<file path="src/rtl/fle_k_cfg_if.sv">
// fle_k_cfg_if: user-logic, scan and configuration-chain signals of one FLE slot.
// master drives the FLE inputs; slave is the FLE itself.
interface fle_k_cfg_if #(
    parameter int K = 4
);
    logic         Test_en;
    logic [K-1:0] fle_in;
    logic         fle_regin;
    logic         fle_sc_in;
    logic         ccff_en;
    logic         ccff_head;
    logic [1:0]   fle_out;
    logic         fle_regout;
    logic         fle_sc_out;
    logic         ccff_tail;
    logic         cfg_done;
    logic         cfg_err;

    modport master (
        output Test_en,
        output fle_in,
        output fle_regin,
        output fle_sc_in,
        output ccff_en,
        output ccff_head,
        input  fle_out,
        input  fle_regout,
        input  fle_sc_out,
        input  ccff_tail,
        input  cfg_done,
        input  cfg_err
    );

    modport slave (
        input  Test_en,
        input  fle_in,
        input  fle_regin,
        input  fle_sc_in,
        input  ccff_en,
        input  ccff_head,
        output fle_out,
        output fle_regout,
        output fle_sc_out,
        output ccff_tail,
        output cfg_done,
        output cfg_err
    );
endinterface

</file>
<file path="src/rtl/fle_k_cfg.sv">
// fle_k_cfg: fracturable K-input LUT, one flip-flop and a self-tracking config chain.
// Optional scan mux enabled by defining FLE_SCAN_EN.
module fle_k_cfg #(
    parameter  int K       = 4,
    localparam int M       = 2**K,
    localparam int CFG_LEN = M + 3,
    localparam int CW      = $clog2(CFG_LEN + 1)
) (
    input logic        clk,
    input logic        rst_n,
    fle_k_cfg_if.slave bus
);

    typedef enum logic [1:0] {
        S_IDLE,
        S_SHIFT,
        S_DONE
    } state_t;

    state_t             r_state;
    state_t             w_state_nxt;
    logic [CW-1:0]      r_cnt;
    logic [CW-1:0]      w_cnt_nxt;
    logic               r_err;
    logic               w_err_nxt;
    logic [CFG_LEN-1:0] r_cfg;
    logic               r_ff_q;

    logic [M-1:0]       w_mask;
    logic               w_frac;
    logic               w_dsel;
    logic               w_o0reg;
    logic [K-2:0]       w_lo;
    logic               w_full;
    logic               w_lut_a;
    logic               w_lut_b;
    logic               w_prim;
    logic               w_out1;
    logic               w_out0;
    logic               w_done;
    logic               w_ff_en;
    logic               w_ff_d;
    logic               w_ff_func;

    assign w_mask  = r_cfg[M-1:0];
    assign w_frac  = r_cfg[M];
    assign w_dsel  = r_cfg[M+1];
    assign w_o0reg = r_cfg[M+2];
    assign w_done  = (r_state == S_DONE);

    assign w_lo    = bus.fle_in[K-2:0];
    assign w_full  = w_mask[bus.fle_in];
    assign w_lut_a = w_mask[{1'b0, w_lo}];
    assign w_lut_b = w_mask[{1'b1, w_lo}];
    assign w_prim  = w_frac ? w_lut_a : w_full;
    assign w_out1  = w_frac ? w_lut_b : w_full;
    assign w_out0  = w_o0reg ? r_ff_q : w_prim;

    assign w_ff_func = w_dsel ? bus.fle_regin : w_prim;

`ifdef FLE_SCAN_EN
    assign w_ff_en        = w_done | bus.Test_en;
    assign w_ff_d         = bus.Test_en ? bus.fle_sc_in : w_ff_func;
    assign bus.fle_sc_out = r_ff_q;
`else
    logic w_unused;
    assign w_unused       = bus.Test_en ^ bus.fle_sc_in;
    assign w_ff_en        = w_done;
    assign w_ff_d         = w_ff_func;
    assign bus.fle_sc_out = 1'b0;
`endif

    // Outputs stay quiet until a complete bitstream is loaded.
    assign bus.fle_out    = w_done ? {w_out1, w_out0} : 2'b00;
    assign bus.fle_regout = r_ff_q;
    assign bus.ccff_tail  = r_cfg[CFG_LEN-1];
    assign bus.cfg_done   = w_done;
    assign bus.cfg_err    = r_err;

    // Next-state: count burst length, decide done vs error when enable drops.
    always_comb begin
        w_state_nxt = r_state;
        w_cnt_nxt   = r_cnt;
        w_err_nxt   = r_err;
        unique case (r_state)
            S_IDLE, S_DONE: begin
                if (bus.ccff_en) begin
                    w_state_nxt = S_SHIFT;
                    w_cnt_nxt   = CW'(1);
                    w_err_nxt   = 1'b0;
                end
            end
            S_SHIFT: begin
                if (bus.ccff_en) begin
                    if (r_cnt != CW'(CFG_LEN)) begin
                        w_cnt_nxt = r_cnt + CW'(1);
                    end
                end else if (r_cnt == CW'(CFG_LEN)) begin
                    w_state_nxt = S_DONE;
                end else begin
                    w_state_nxt = S_IDLE;
                    w_err_nxt   = 1'b1;
                end
            end
            default: begin
                w_state_nxt = S_IDLE;
            end
        endcase
    end

    // State, burst counter and error flag.
    always_ff @(posedge clk or negedge rst_n) begin
        if (!rst_n) begin
            r_state <= S_IDLE;
            r_cnt   <= '0;
            r_err   <= 1'b0;
        end else begin
            r_state <= w_state_nxt;
            r_cnt   <= w_cnt_nxt;
            r_err   <= w_err_nxt;
        end
    end

    // Configuration shift register; first bit in ends at the tail.
    always_ff @(posedge clk or negedge rst_n) begin
        if (!rst_n) begin
            r_cfg <= '0;
        end else if (bus.ccff_en) begin
            r_cfg <= {r_cfg[CFG_LEN-2:0], bus.ccff_head};
        end
    end

    // User flip-flop: captures in DONE, or whenever scan is active.
    always_ff @(posedge clk or negedge rst_n) begin
        if (!rst_n) begin
            r_ff_q <= 1'b0;
        end else if (w_ff_en) begin
            r_ff_q <= w_ff_d;
        end
    end

endmodule

</file>
<file path="src/flat_wrapper.sv">
// flat-port wrapper written by rule: the top's interface ports become plain ports
module fle_k_cfg_flat 
#(
    parameter  int K       = 4,
    localparam int M       = 2**K,
    localparam int CFG_LEN = M + 3,
    localparam int CW      = $clog2(CFG_LEN + 1)
)
  (clk, rst_n, bus_Test_en, bus_fle_in, bus_fle_regin, bus_fle_sc_in, bus_ccff_en, bus_ccff_head, bus_fle_out, bus_fle_regout, bus_fle_sc_out, bus_ccff_tail, bus_cfg_done, bus_cfg_err);
  fle_k_cfg_if #(.K(K)) bus_i ();
  input logic clk;
  input logic rst_n;
  input wire logic [$bits(bus_i.Test_en)-1:0] bus_Test_en;
  input wire logic [$bits(bus_i.fle_in)-1:0] bus_fle_in;
  input wire logic [$bits(bus_i.fle_regin)-1:0] bus_fle_regin;
  input wire logic [$bits(bus_i.fle_sc_in)-1:0] bus_fle_sc_in;
  input wire logic [$bits(bus_i.ccff_en)-1:0] bus_ccff_en;
  input wire logic [$bits(bus_i.ccff_head)-1:0] bus_ccff_head;
  output wire logic [$bits(bus_i.fle_out)-1:0] bus_fle_out;
  output wire logic [$bits(bus_i.fle_regout)-1:0] bus_fle_regout;
  output wire logic [$bits(bus_i.fle_sc_out)-1:0] bus_fle_sc_out;
  output wire logic [$bits(bus_i.ccff_tail)-1:0] bus_ccff_tail;
  output wire logic [$bits(bus_i.cfg_done)-1:0] bus_cfg_done;
  output wire logic [$bits(bus_i.cfg_err)-1:0] bus_cfg_err;
  assign bus_i.Test_en = bus_Test_en;
  assign bus_i.fle_in = bus_fle_in;
  assign bus_i.fle_regin = bus_fle_regin;
  assign bus_i.fle_sc_in = bus_fle_sc_in;
  assign bus_i.ccff_en = bus_ccff_en;
  assign bus_i.ccff_head = bus_ccff_head;
  assign bus_fle_out = bus_i.fle_out;
  assign bus_fle_regout = bus_i.fle_regout;
  assign bus_fle_sc_out = bus_i.fle_sc_out;
  assign bus_ccff_tail = bus_i.ccff_tail;
  assign bus_cfg_done = bus_i.cfg_done;
  assign bus_cfg_err = bus_i.cfg_err;
  fle_k_cfg #(.K(K)) u_core (.clk(clk), .rst_n(rst_n), .bus(bus_i));
endmodule
</file>
<file path="config.mk">
export PLATFORM = sky130hd
export DESIGN_NAME = fle_k_cfg_flat
export DESIGN_NICKNAME = d
export VERILOG_FILES = /design/src/rtl/fle_k_cfg_if.sv /design/src/rtl/fle_k_cfg.sv /design/src/flat_wrapper.sv
export SDC_FILE = /design/constraint.sdc
export NUM_CORES = 1
export LEC_CHECK = 0
export CAP_MARGIN = 20
export CORE_MARGIN = 2
export CORE_UTILIZATION = 48
export CTS_CLUSTER_SIZE = 16
export DETAILED_ROUTE_END_ITERATION = 10
export PLACE_DENSITY_LB_ADDON = 0.25
export SETUP_SLACK_MARGIN = 0.1
export SLEW_MARGIN = 20
export SYNTH_ARGS = -nofsm -noshare
export SYNTH_HDL_FRONTEND = slang
export SYNTH_SLANG_ARGS = --single-unit
</file>
<file path="constraint.sdc">
create_clock -name clk -period 1.8 [get_ports clk]
set_input_delay 0.36 -clock clk [delete_from_list [all_inputs] [get_ports clk]]
set_output_delay 0.36 -clock clk [all_outputs]
set_load 0.01 [all_outputs]
</file>
* After elaboration in Yosys (flattened, before gate mapping)
Cells that the tools add are included. Widths: inputs -> output; s select.
Word-level totals: register bits after elaboration 28, bits in latches 0, memory bits (writable) 0, memory bits (read-only) 0, input bits 11, output and inout port bits 7, word-level logic and storage cells 47, memories 0
Cells by class: add/subtract/negate cells 1, $mul 0, divide/modulo/power cells 0, order comparisons 3, equality and inequality tests 9, shift operators 0, mux-type cells 23, bitwise gates (word level) 0, reduce and logical (&&, ||, !) cells 6
Operators with widths (count):
- $mux 5 | 3
- $lt 4x5->1 const B | 2
- $mux 1 | 10
- $pmux 5 s2 | 1
- $mux 2 | 4
- $ne 2x2->1 const B | 4
- $reduce_and 4->1 | 2
- $bmux 1 s3 | 2
- $add 5x1->5 const B | 1
- $eq 5x5->1 const B | 1
- $lt 3x5->1 const B | 1
- $ne 5x5->1 const B | 1
- $bmux 1 s4 | 1
- $pmux 2 s2 | 1
- $eq 2x1->1 const B | 1
- $eq 2x2->1 const B | 1
- $logic_not 2->1 | 1
- $ne 2x1->1 const B | 1
- $pmux 1 s2 | 1
- $reduce_and 2->1 | 1
- $reduce_bool 2->1 | 1
- $reduce_or 2->1 | 1

* Depth between registers and ports, before layout
depth in word-level cells 5, depth in mapped cells 5, depth with buffers taken out 5

* Least setup slack after synthesis
Ideal clock, no wire load.
path kind input -> output, start point input port bus_fle_in[0], end point output port bus_fle_out[1], arrival time 1456 ps, required time 1440 ps, setup slack -16 ps, stages on the path 5, path buffers 1, cell sequence buf_6 -> mux2i_1 -> mux4_2 -> mux2_2 -> nor2_2
Between the ends: longest elaborated chain between the ends 4, elaborated cells between the ends (all ways) 6, classes of those cells 6 x mux
Ends and longest elaborated chain:
- start, declared | RTL line flat_wrapper.sv:14 | input wire logic [$bits(bus_i.fle_in)-1:0] bus_fle_in;
- $bmux 1 s4 or $bmux 1 s3 (tied branches) | RTL line fle_k_cfg.sv:52, fle_k_cfg.sv:54
- $mux 1, on equally long branches | RTL line fle_k_cfg.sv:52, fle_k_cfg.sv:54
- $mux 1 * | RTL line fle_k_cfg.sv:56 | assign w_out1 = w_frac ? w_lut_b : w_full;
- $mux 2 * | RTL line fle_k_cfg.sv:74 | assign bus.fle_out = w_done ? {w_out1, w_out0} : 2'b00;
- end, declared | RTL line flat_wrapper.sv:19 | output wire logic [$bits(bus_i.fle_out)-1:0] bus_fle_out;
Every way passes the cells marked *; elsewhere a longest branch is shown, timed or not. The select of a mux whose other input is x is not followed.

* Worst setup path in the final report
start point register u_core.r_cfg[11], end point output port bus_fle_out[1]
Between the ends: longest elaborated chain between the ends 4, elaborated cells between the ends (all ways) 6, classes of those cells 6 x mux
Ends and longest elaborated chain:
- start, declared | RTL line fle_k_cfg.sv:26 | logic [CFG_LEN-1:0] r_cfg;
- start signal, assigned | RTL line fle_k_cfg.sv:129 | r_cfg <= {r_cfg[CFG_LEN-2:0], bus.ccff_head};
- $bmux 1 s4 or $bmux 1 s3 (tied branches) | RTL line fle_k_cfg.sv:52, fle_k_cfg.sv:54
- $mux 1, on equally long branches | RTL line fle_k_cfg.sv:52, fle_k_cfg.sv:54
- $mux 1 * | RTL line fle_k_cfg.sv:56
- $mux 2 * | RTL line fle_k_cfg.sv:74
Marked as above.

==> out/metrics.cfg <==
[placement]
gp_congestion = 0.792
hpwlAfterDp_mm = 1.83
portBuffers = 14
dp_cells = 173
placed_area_um2 = 1690
pre_cts_ws_ns = -1.15

[logic_synthesis]
yosysWarningCount = 0
yosysUniqueCellTypes = 29
synth.net_count = 122
synth_top_area_frac = 0.513
synth_area_um2 = 1370
ys_ff_latch = 28
yosys-top-cells-area = dfrtp_1 (51%), mux2_2 (16%), mux2i_1 (6.6%)
yosys.area.top_type = dfrtp_1
avgSynthCellArea_um2 = 12.4
seq_area_frac_synth = 0.513
synthCells = 110

[power_and_ir_drop]
peakVddDrop_v = 0.000832
power_density_nw_per_um2 = 1160
leakagePower_nw = 0.816
power_mw = 2.03

[global_route]
grt.overflow.total = 0
gr-usage-all-layers = 0.177
grt_pass1_wl_mm = 4.53
antenna_found_initial = 0
grt_max_degree = 29
grt_pass1_vias = 1047

[routing]
drt_first_pass_iters = 4
wl_per_cell_um = 14.6
avgViaCountPerCell = 5.36
route.detailed.drc = 0
drt_iter0_drc = 34
drt_wl_total_mm = 2.62
vias = 964
ant_nets = 0

[clocking]
cts_max_level = 1
cts_tree = yes
cts_root_buf = clkbuf_4
hold_buffers = 0
clock_latency_ns = 0.33
numCtsBuffers = 3
clk_path_buf_depth = 2
clock_sinks = 28
clk_pin_slew_ns = 0.16

[critical_path]
critPathCaptureType = primary output
r2r_end = u_core.r_cnt[3]
reg2reg_depth = 5
critPathKind = flop to primary output
slowest_stage = mux4_2
worstPathMaxFanout = 2
setup.worst_path.start = u_core.r_cfg[11]
worstPathArrival_ns = 1.89
required_ns = 1.44
slowest_delay_ns = 0.49
critical_path.cell_chain = mux2i_1 > mux4_2 > buf_6 > mux2_4 > nor2_4 > buf_6
regToRegStartpoint = u_core.r_cnt[1]
crit_top_cell = buf_6
cp-start-kind = flop
ff2ff_setup_slack_ns = 0.23

[worst_hold_path]
hold_class = input pin to asynchronous set/reset pin

[finish]
finalNetCount = 163
finish.utilization = 0.643
drive_above_1_share = 0.416
post-route-cell-area_um2 = 1760
final_cells = 180
antenna_cells = 0
syn2layout_area_growth_pct = 28.8

[floorplanning]
die_height_um = 57.3
boundaryPins = 18
die_x_um = 57.3
dieArea_um2 = 3290
core_um2 = 2730
initial_core_util = 0.499
row_count = 19

[sta]
setup_slack_ns = -0.452
slew_violations = 0
holdWs_ns = 0.382
rsz0062_at_grt = yes
finalHoldViolCount = 0
setup_viol = 2
skew_ns = 0.0203
tns_ns = -0.829
max_freq_mhz = 444
min_period_ns = 2.25
post-route-period-util = 1.25

[flow_run]
max_cap_viol_count = 0

[run_status]
violations = setup timing
status = complete, but fails checks

Yosys cell counts, drive strengths merged:
library cell / number
a211oi: 1
a21bo: 1
a21boi: 1
a21oi: 2
a22o: 1
a32o: 1
and3: 2
buf: 5
conb: 1
dfrtp: 28
ha: 1
inv: 3
mux2: 20
mux2i: 9
mux4: 2
nand2: 5
nand2b: 3
nand3: 2
nand4b: 1
nor2: 5
nor2b: 3
nor4bb: 1
o21a: 1
o21ai: 9
o31ai: 1
or2: 1
logic make-up (layout without fill, tap and decap cells):
logic type | count (synthesis) | after routing | share of synthesized area
simple gates | 23 | 23 | 0.0917
buf+inv | 8 | 47 | 0.0357
other cells | 1 | 1 | 0.00275
fa+ha+maj | 1 | 1 | 0.00916
mux | 31 | 31 | 0.264
compound gates | 18 | 18 | 0.0834
flops | 28 | 28 | 0.513
critical path, delay by kind of cell, from the launching register on:
family | cells | cell delay (ns)
flip-flops | 1 | 0.39
buffers and inverters | 2 | 0.24
multiplexers | 3 | 0.84
AND/OR/NAND/NOR | 1 | 0.09
state kept, by name, indices dropped and copies added (netlist names):
register / count
u_core.r_cfg: 19
u_core.r_state: 2
u_core.bus.cfg_err: 1
u_core.bus.fle_regout: 1
u_core.r_cnt: 5
power by group:
group / switching, mW / total [mW] / internal (mW)
registers: 0.142 / 0.968 / 0.826
clock network: 0.178 / 0.256 / 0.0784
logic: 0.271 / 0.809 / 0.538
area by class of cell:
type | instances | area (um^2)
Inverter | 3 | 11.3
Sequential cell | 28 | 702
Clock buffer | 3 | 22.5
Timing Repair Buffer | 41 | 337
Fill cell | 229 | 976
Multi-Input combinational cell | 74 | 647
Tap cell | 31 | 38.8
how the worst max path moves through the flow:
stage / slack [ns] / end / cells after the start
after global placement: -1.04 / bus_fle_out[1] / 6
after global routing: -0.54 / bus_fle_out[1] / 6
after CTS: -0.46 / bus_fle_out[1] / 6
final: -0.45 / bus_fle_out[1] / 6
after floorplan: -0.002 / bus_fle_out[1] / 5
after detailed placement: -1.15 / bus_fle_out[1] / 6
cells in the final DEF (no fill, tap or decap), types with 2 or more instances in the layout:
master / n
mux2_2: 19
dfrtp_1: 27
buf_6: 2
mux2i_1: 9
buf_4: 26
a21oi_1: 2
nand2_1: 5
and3_1: 2
o21ai_0: 9
clkbuf_4: 3
mux4_2: 2
nor2_1: 4
nor2b_1: 3
nand2b_1: 2
buf_2: 2
dlygate4sd2_1: 2
nand3_1: 2
inv_1: 3
clkdlybuf4s50_1: 8
routing by layer:
metal  vias to the layer above  wire length (um)  global-route usage
li1                        470                 -                   -
met3                         4                82              0.0227
met2                        17              1320               0.314
met4                         0                36              0.0698
met5                         -                 0                   0
met1                       473              1180               0.219
repair_timing:
item,4_1_cts,5_1_grt
resized for setup,18,5
endpoints found under the setup margin,3,5
pin swaps,1,1
setup buffers,2,2
endpoints found under the hold margin,0,0
gates cloned,0,0
Note: power is estimated with default switching activity, not from simulation.
